$ cat src/rtl/eth_intr_ctrl.sv
// Interrupt controller: per-channel edge/level pending capture, enable masking,
// and a coalescing FSM that holds off the aggregated request by count or time.
module eth_intr_ctrl #(
  parameter int                    num_chan_p      = 2,
  parameter logic [num_chan_p-1:0] edge_mask_p     = '1,
  parameter logic [num_chan_p-1:0] src_reset_val_p = '0,
  parameter int                    cnt_width_p     = 8
) (
  input  logic                   clk_i,
  input  logic                   reset_i,
  input  logic [num_chan_p-1:0]  src_i,
  input  logic [num_chan_p-1:0]  clear_i,
  input  logic [num_chan_p-1:0]  enable_i,
  input  logic                   enable_v_i,
  input  logic [cnt_width_p-1:0] thresh_i,
  input  logic [cnt_width_p-1:0] timeout_i,
  output logic [num_chan_p-1:0]  pending_o,
  output logic                   irq_o
);

  typedef enum logic [1:0] {
    IDLE,
    HOLD,
    FIRE
  } state_e;

  state_e                 state_q, state_d;
  logic [num_chan_p-1:0]  hist_q;
  logic [num_chan_p-1:0]  pend_q, pend_d;
  logic [num_chan_p-1:0]  en_q;
  logic [num_chan_p-1:0]  set_vec;
  logic [num_chan_p-1:0]  masked;
  logic                   any_masked;
  logic                   new_evt;
  logic [cnt_width_p-1:0] timer_q, timer_d;
  logic [cnt_width_p-1:0] cnt_q, cnt_d;
  logic [cnt_width_p-1:0] timeout_m1;
  logic                   cnt_hit;
  logic                   time_hit;

  // Edge channels OR the new edge in after clearing, so a coincident edge survives the clear.
  always_comb begin
    set_vec = src_i & ~hist_q;
    pend_d  = (edge_mask_p & ((pend_q & ~clear_i) | set_vec))
            | (~edge_mask_p & src_i);
  end

  assign masked     = pend_q & en_q;
  assign any_masked = |masked;
  assign new_evt    = |(edge_mask_p & en_q & pend_d & ~pend_q);

  assign timeout_m1 = timeout_i - cnt_width_p'(1);
  assign time_hit   = (timer_q == timeout_m1);
  assign cnt_hit    = (thresh_i != '0) && (cnt_q >= thresh_i);

  always_ff @(posedge clk_i) begin
    if (reset_i) begin
      hist_q <= src_reset_val_p;
      pend_q <= '0;
      en_q   <= '0;
    end else begin
      hist_q <= src_i;
      pend_q <= pend_d;
      if (enable_v_i) begin
        en_q <= enable_i;
      end
    end
  end

  always_ff @(posedge clk_i) begin
    if (reset_i) begin
      state_q <= IDLE;
      timer_q <= '0;
      cnt_q   <= '0;
    end else begin
      state_q <= state_d;
      timer_q <= timer_d;
      cnt_q   <= cnt_d;
    end
  end

  // Timer and event count only live in HOLD; every other path leaves them zero.
  always_comb begin
    state_d = state_q;
    timer_d = '0;
    cnt_d   = '0;
    case (state_q)
      IDLE: begin
        if (any_masked) begin
          if (timeout_i == '0) begin
            state_d = FIRE;
          end else begin
            state_d = HOLD;
            cnt_d   = cnt_width_p'(1);
          end
        end
      end
      HOLD: begin
        if (!any_masked) begin
          state_d = IDLE;
        end else if (time_hit || cnt_hit) begin
          state_d = FIRE;
        end else begin
          timer_d = (timer_q == '1) ? timer_q : timer_q + cnt_width_p'(1);
          if (new_evt && (cnt_q != '1)) begin
            cnt_d = cnt_q + cnt_width_p'(1);
          end else begin
            cnt_d = cnt_q;
          end
        end
      end
      FIRE: begin
        if (!any_masked) begin
          state_d = IDLE;
        end
      end
      default: state_d = IDLE;
    endcase
  end

  assign pending_o = pend_q;
  assign irq_o     = (state_q == FIRE);

endmodule

$ cat config.mk
export PLATFORM = sky130hd
export DESIGN_NAME = eth_intr_ctrl
export DESIGN_NICKNAME = d
export VERILOG_FILES = /design/src/rtl/eth_intr_ctrl.sv
export SDC_FILE = /design/constraint.sdc
export NUM_CORES = 1
export LEC_CHECK = 0
export CORE_MARGIN = 2
export CORE_UTILIZATION = 40
export DETAILED_ROUTE_END_ITERATION = 10
export GPL_TIMING_DRIVEN = 0
export PLACE_DENSITY = 0.66
export SLEW_MARGIN = 40
export SYNTH_ARGS = -nofsm -noshare
export SYNTH_HDL_FRONTEND = slang
export SYNTH_SLANG_ARGS = --single-unit
$ cat constraint.sdc
create_clock -name clk_i -period 2.3 [get_ports clk_i]
set_input_delay 0.46 -clock clk_i [delete_from_list [all_inputs] [get_ports clk_i]]
set_output_delay 0.46 -clock clk_i [all_outputs]
set_load 0.005 [all_outputs]
==> summary.md, run 1 <==
- sky130_fd_sc_hd__clkbuf_8 — CTS Root Cell
- 0 — number of nets still failing antenna checks after routing
- 41.4% — starting density of the core
- 0 — Max Cap Violations
- 2.50 ns — CP required
- 0.00372 ns — clk_skew
- 5.30 — average vias per placed instance
- 0.00430 mm² — floorplan die area
- 1354 — vias in the first global route
- 0.825 nW — leakage power
- 43 — synth unique cells
- built — TritonCTS clock tree
- cnt_q[4]$_SDFFE_PP0P_ — capturing point of the worst reg2reg path
- primary input to register — type of the worst setup path
- 0.837 — routability-driven placement congestion ratio
- 393 mW/mm² — power density relative to cell area
- 28 — I/O pin total
- 65.6 µm — Die Y-Extent
- 0.00366 mm² — placeable core region
- 24 — sinks on the clock net
- 2.39 ns — Critical Path AT
- 206 — Synthesized Nets
- 0.338 mV — maximum vdd drop
- 0.792 mW — Power, Total
- 0 — total count of max-transition violations in the final report
- 458 MHz — timing-limited maximum frequency
- 0 — final number of hold-violating endpoints
- 169 — cell count after synthesis
- 3 — total clock buffers created by CTS
- 0 — number of antenna violations at the first check in global routing
- 9 — logic depth of the worst register-to-register path
- 31.7% — sequential share of the synthesized area
- 0.403 ns — slew of the pin with the lowest slew margin
- register to register — worst hold-check path type
- 17.6% — layout cell share with drive strength beyond 1
- 244 — Final #Nets
- 2450 µm — estimated wirelength of the detail-placed design
- timeout_i[0] — launch point of the worst path
- cnt_q[0]$_SDFFE_PP0P_ — Worst R2R Start
- 4 — number of iterations in the first detailed-routing pass
- 26 — count of buffers from port buffering
- 0 — final-report setup violation count
- sky130_fd_sc_hd__dfxtp_1, sky130_fd_sc_hd__ha_1, sky130_fd_sc_hd__xor2_1 — largest cells by area after synthesis
- 0.08 ns — clock-pin slew on the worst setup and hold paths
- 30 — Iter 0 DRT Violations
- 0 — number of synthesized flops with an enable pin
- 13 — largest net degree at the start of global routing
- 243 — Post-Place Cells
- 95.0% — final critical-path share of the clock period
- 16.5% — overall track demand over capacity in global routing
- 2.19 ns — min Tclk post-route
- 0 — diodes inserted
- register — kind of end point of the critical path
- 3240 µm — wirelength, routed
- 0% — share of flip-flops with an asynchronous set or reset after synthesis
- 0.527 ns — worst hold slack
- sky130_fd_sc_hd__dfxtp_1 — cell type contributing the most total cell area after synthesis
- 0 — global-route congestion overflow total
- 72.9% — relative slew slack
- sky130_fd_sc_hd__dfxtp_1 — leading register cell type out of synthesis
- 0.19 ns — register-to-register path setup slack
- 31.7% — Synth top area share
- 0.26 ns — insertion delay to the later sink of the worst-skew pair
- 0 — quantity of hold-fixing buffers added after cts
- 2 — Longest Clk Path Bufs
- 5660 µm — global-route wire length before repair
- 0.00152 mm² — post-synth design cell area
- 22 — row count
- 65.6 µm — die width
- state_q[1]$_SDFFE_PP0P_ — destination of the critical timing path
- 12.8 µm — average wire length per cell after detail routing
- primary input — critical path startpoint category
- 33.1% — area added between synthesis and finish
- 0 — final routed DRC violation total
- 4 — highest fanout seen on the critical path
- 1342 — vias after detailed routing
- 253 — non-filler cells in the finished layout
- complete, no violations — result of the run
- 1 — number of levels in the clock H-tree
- 8.97 µm² — average cell area after synthesis
- 0 — number of warnings reported in the yosys synthesis log
- 24 — flip-flop and latch count after synthesis
- no — unrepaired setup endpoints after global routing
==> state kept, by name, summed over array words and instances (netlist names) <==
| signal | cells |
|---|---|
| timer_q | 8 |
| cnt_q | 8 |
| hist_q | 2 |
| en_q | 2 |
| pending_o | 2 |
| state_q | 2 |
==> cell usage in the layout (no fill, tap or decap), types with 6 or more instances in the layout <==
cell,Yosys,routed
sky130_fd_sc_hd__nand2b_1,11,11
sky130_fd_sc_hd__xnor2_1,8,8
sky130_fd_sc_hd__xor2_1,10,10
sky130_fd_sc_hd__nor2_1,16,11
sky130_fd_sc_hd__clkdlybuf4s50_1,0,15
sky130_fd_sc_hd__inv_1,12,9
sky130_fd_sc_hd__ha_1,12,9
sky130_fd_sc_hd__dfxtp_1,24,23
sky130_fd_sc_hd__buf_4,0,6
==> per-layer routing <==
metal	global-route usage, %	up-vias	wire length (µm)	share of wire (%)
li1	-	689	-	-
met1	20.0	630	1450	45
met2	30.2	19	1670	52
met3	3.60	4	96	3.0
met4	2.34	0	22	0.68
met5	0	-	0	0
==> synthesized netlist by cell type (4+ instances only) <==
cell type and number:
sky130_fd_sc_hd__nor2_1 16, sky130_fd_sc_hd__dfxtp_1 24, sky130_fd_sc_hd__nand2_1 5, sky130_fd_sc_hd__inv_1 12, sky130_fd_sc_hd__a21oi_1 5, sky130_fd_sc_hd__xor2_1 10, sky130_fd_sc_hd__ha_1 12, sky130_fd_sc_hd__nand3_1 4
sky130_fd_sc_hd__nand4_1 4, sky130_fd_sc_hd__nand2b_1 11, sky130_fd_sc_hd__xnor2_1 8, sky130_fd_sc_hd__mux2i_1 5
==> stage by stage <==
step	setup TNS, ns	worst slack, ns	cell area [µm²]	util (%)
floorplan	0	0.00175	1520	-
global placement	-11.21	-0.677	1840	50.2
detailed placement	-12.34	-0.736	1840	50.2
CTS	-0.00285	-0.00285	1960	53.5
global route	0	0.0108	2020	55.1
finish	0	0.115	2020	55.1
==> worst max-delay path, stage by stage <==
cell                       delay [ns]
sky130_fd_sc_hd__buf_2           0.14
sky130_fd_sc_hd__or3_4           0.38
sky130_fd_sc_hd__or4_1           0.49
sky130_fd_sc_hd__a2111o_1        0.49
sky130_fd_sc_hd__buf_4           0.16
sky130_fd_sc_hd__a21o_1          0.14
sky130_fd_sc_hd__a21oi_1         0.13
==> how the worst min path moves through the flow <==
stage                     cells after the start  slack, ns                 endpoint                    start
after floorplan                               2       0.47     en_q[0]$_SDFFE_PP0P_     en_q[0]$_SDFFE_PP0P_
after global placement                        2       0.50  pending_o[0]$_SDFF_PP0_  pending_o[0]$_SDFF_PP0_
after detailed placement                      2       0.51     en_q[0]$_SDFFE_PP0P_     en_q[0]$_SDFFE_PP0P_
after CTS                                     2       0.52  pending_o[1]$_SDFF_PP0_  pending_o[1]$_SDFF_PP0_
after global routing                          2       0.56  pending_o[1]$_SDFF_PP0_  pending_o[1]$_SDFF_PP0_
final                                         2       0.53     en_q[0]$_SDFFE_PP0P_     en_q[0]$_SDFFE_PP0P_
==> final cells by class <==
| type | count | area [µm²] |
|---|---|---|
| multi-input cells | 130 | 1060 |
| well taps | 48 | 60.1 |
| fillers | 339 | 1640 |
| clock buffers | 3 | 41.3 |
| plain buffers | 3 | 18.8 |
| repair buffers | 33 | 307 |
| flip-flops and latches | 24 | 482 |
| inverters | 12 | 45.0 |
==> logic make-up after synthesis <==
group	share of synthesized area (%)
AOI/OAI and AO/OA	15.0
xor gates and xnor gates	10.4
adders and majority gates	9.90
DFF	31.7
muxes	3.30
buffers and inverters	4.21
and+or+nand+nor	25.5
==> report_power, final <==
group          switching, mW  internal, mW  leakage, nW  total [mW]
sequential           0.00714         0.423        0.195       0.430
combinational         0.0501        0.0710        0.608       0.121
clock                  0.125         0.117       0.0216       0.242
==> timing repair <==
item,CTS,global route
pin swaps,5,7
gates cloned,1,0
gates resized for setup,22,21
endpoints found under the setup margin,18,18
setup buffers,4,2
Power figures use the tool's default switching activity.
==> inputs of run 2 (changes only) <==
--- a/config.mk
+++ b/config.mk
@@ -6,4 +6,5 @@
 export NUM_CORES = 1
 export LEC_CHECK = 0
+export ABC_CLOCK_PERIOD_IN_PS = 2300
 export CORE_MARGIN = 2
 export CORE_UTILIZATION = 40
==> constraint.sdc (replaced) <==
create_clock -name clk_i -period 2.3 [get_ports clk_i]
set_input_delay 0.46 -clock clk_i [delete_from_list [all_inputs] [get_ports clk_i]]
set_output_delay 0.46 -clock clk_i [all_outputs]
set_load 0.01 [all_outputs]
==> results of run 2 <==
The final DEF is identical to that of run 1. Status: complete, no violations.
Among the figures that moved: total power 0.792 mW -> 0.793 mW
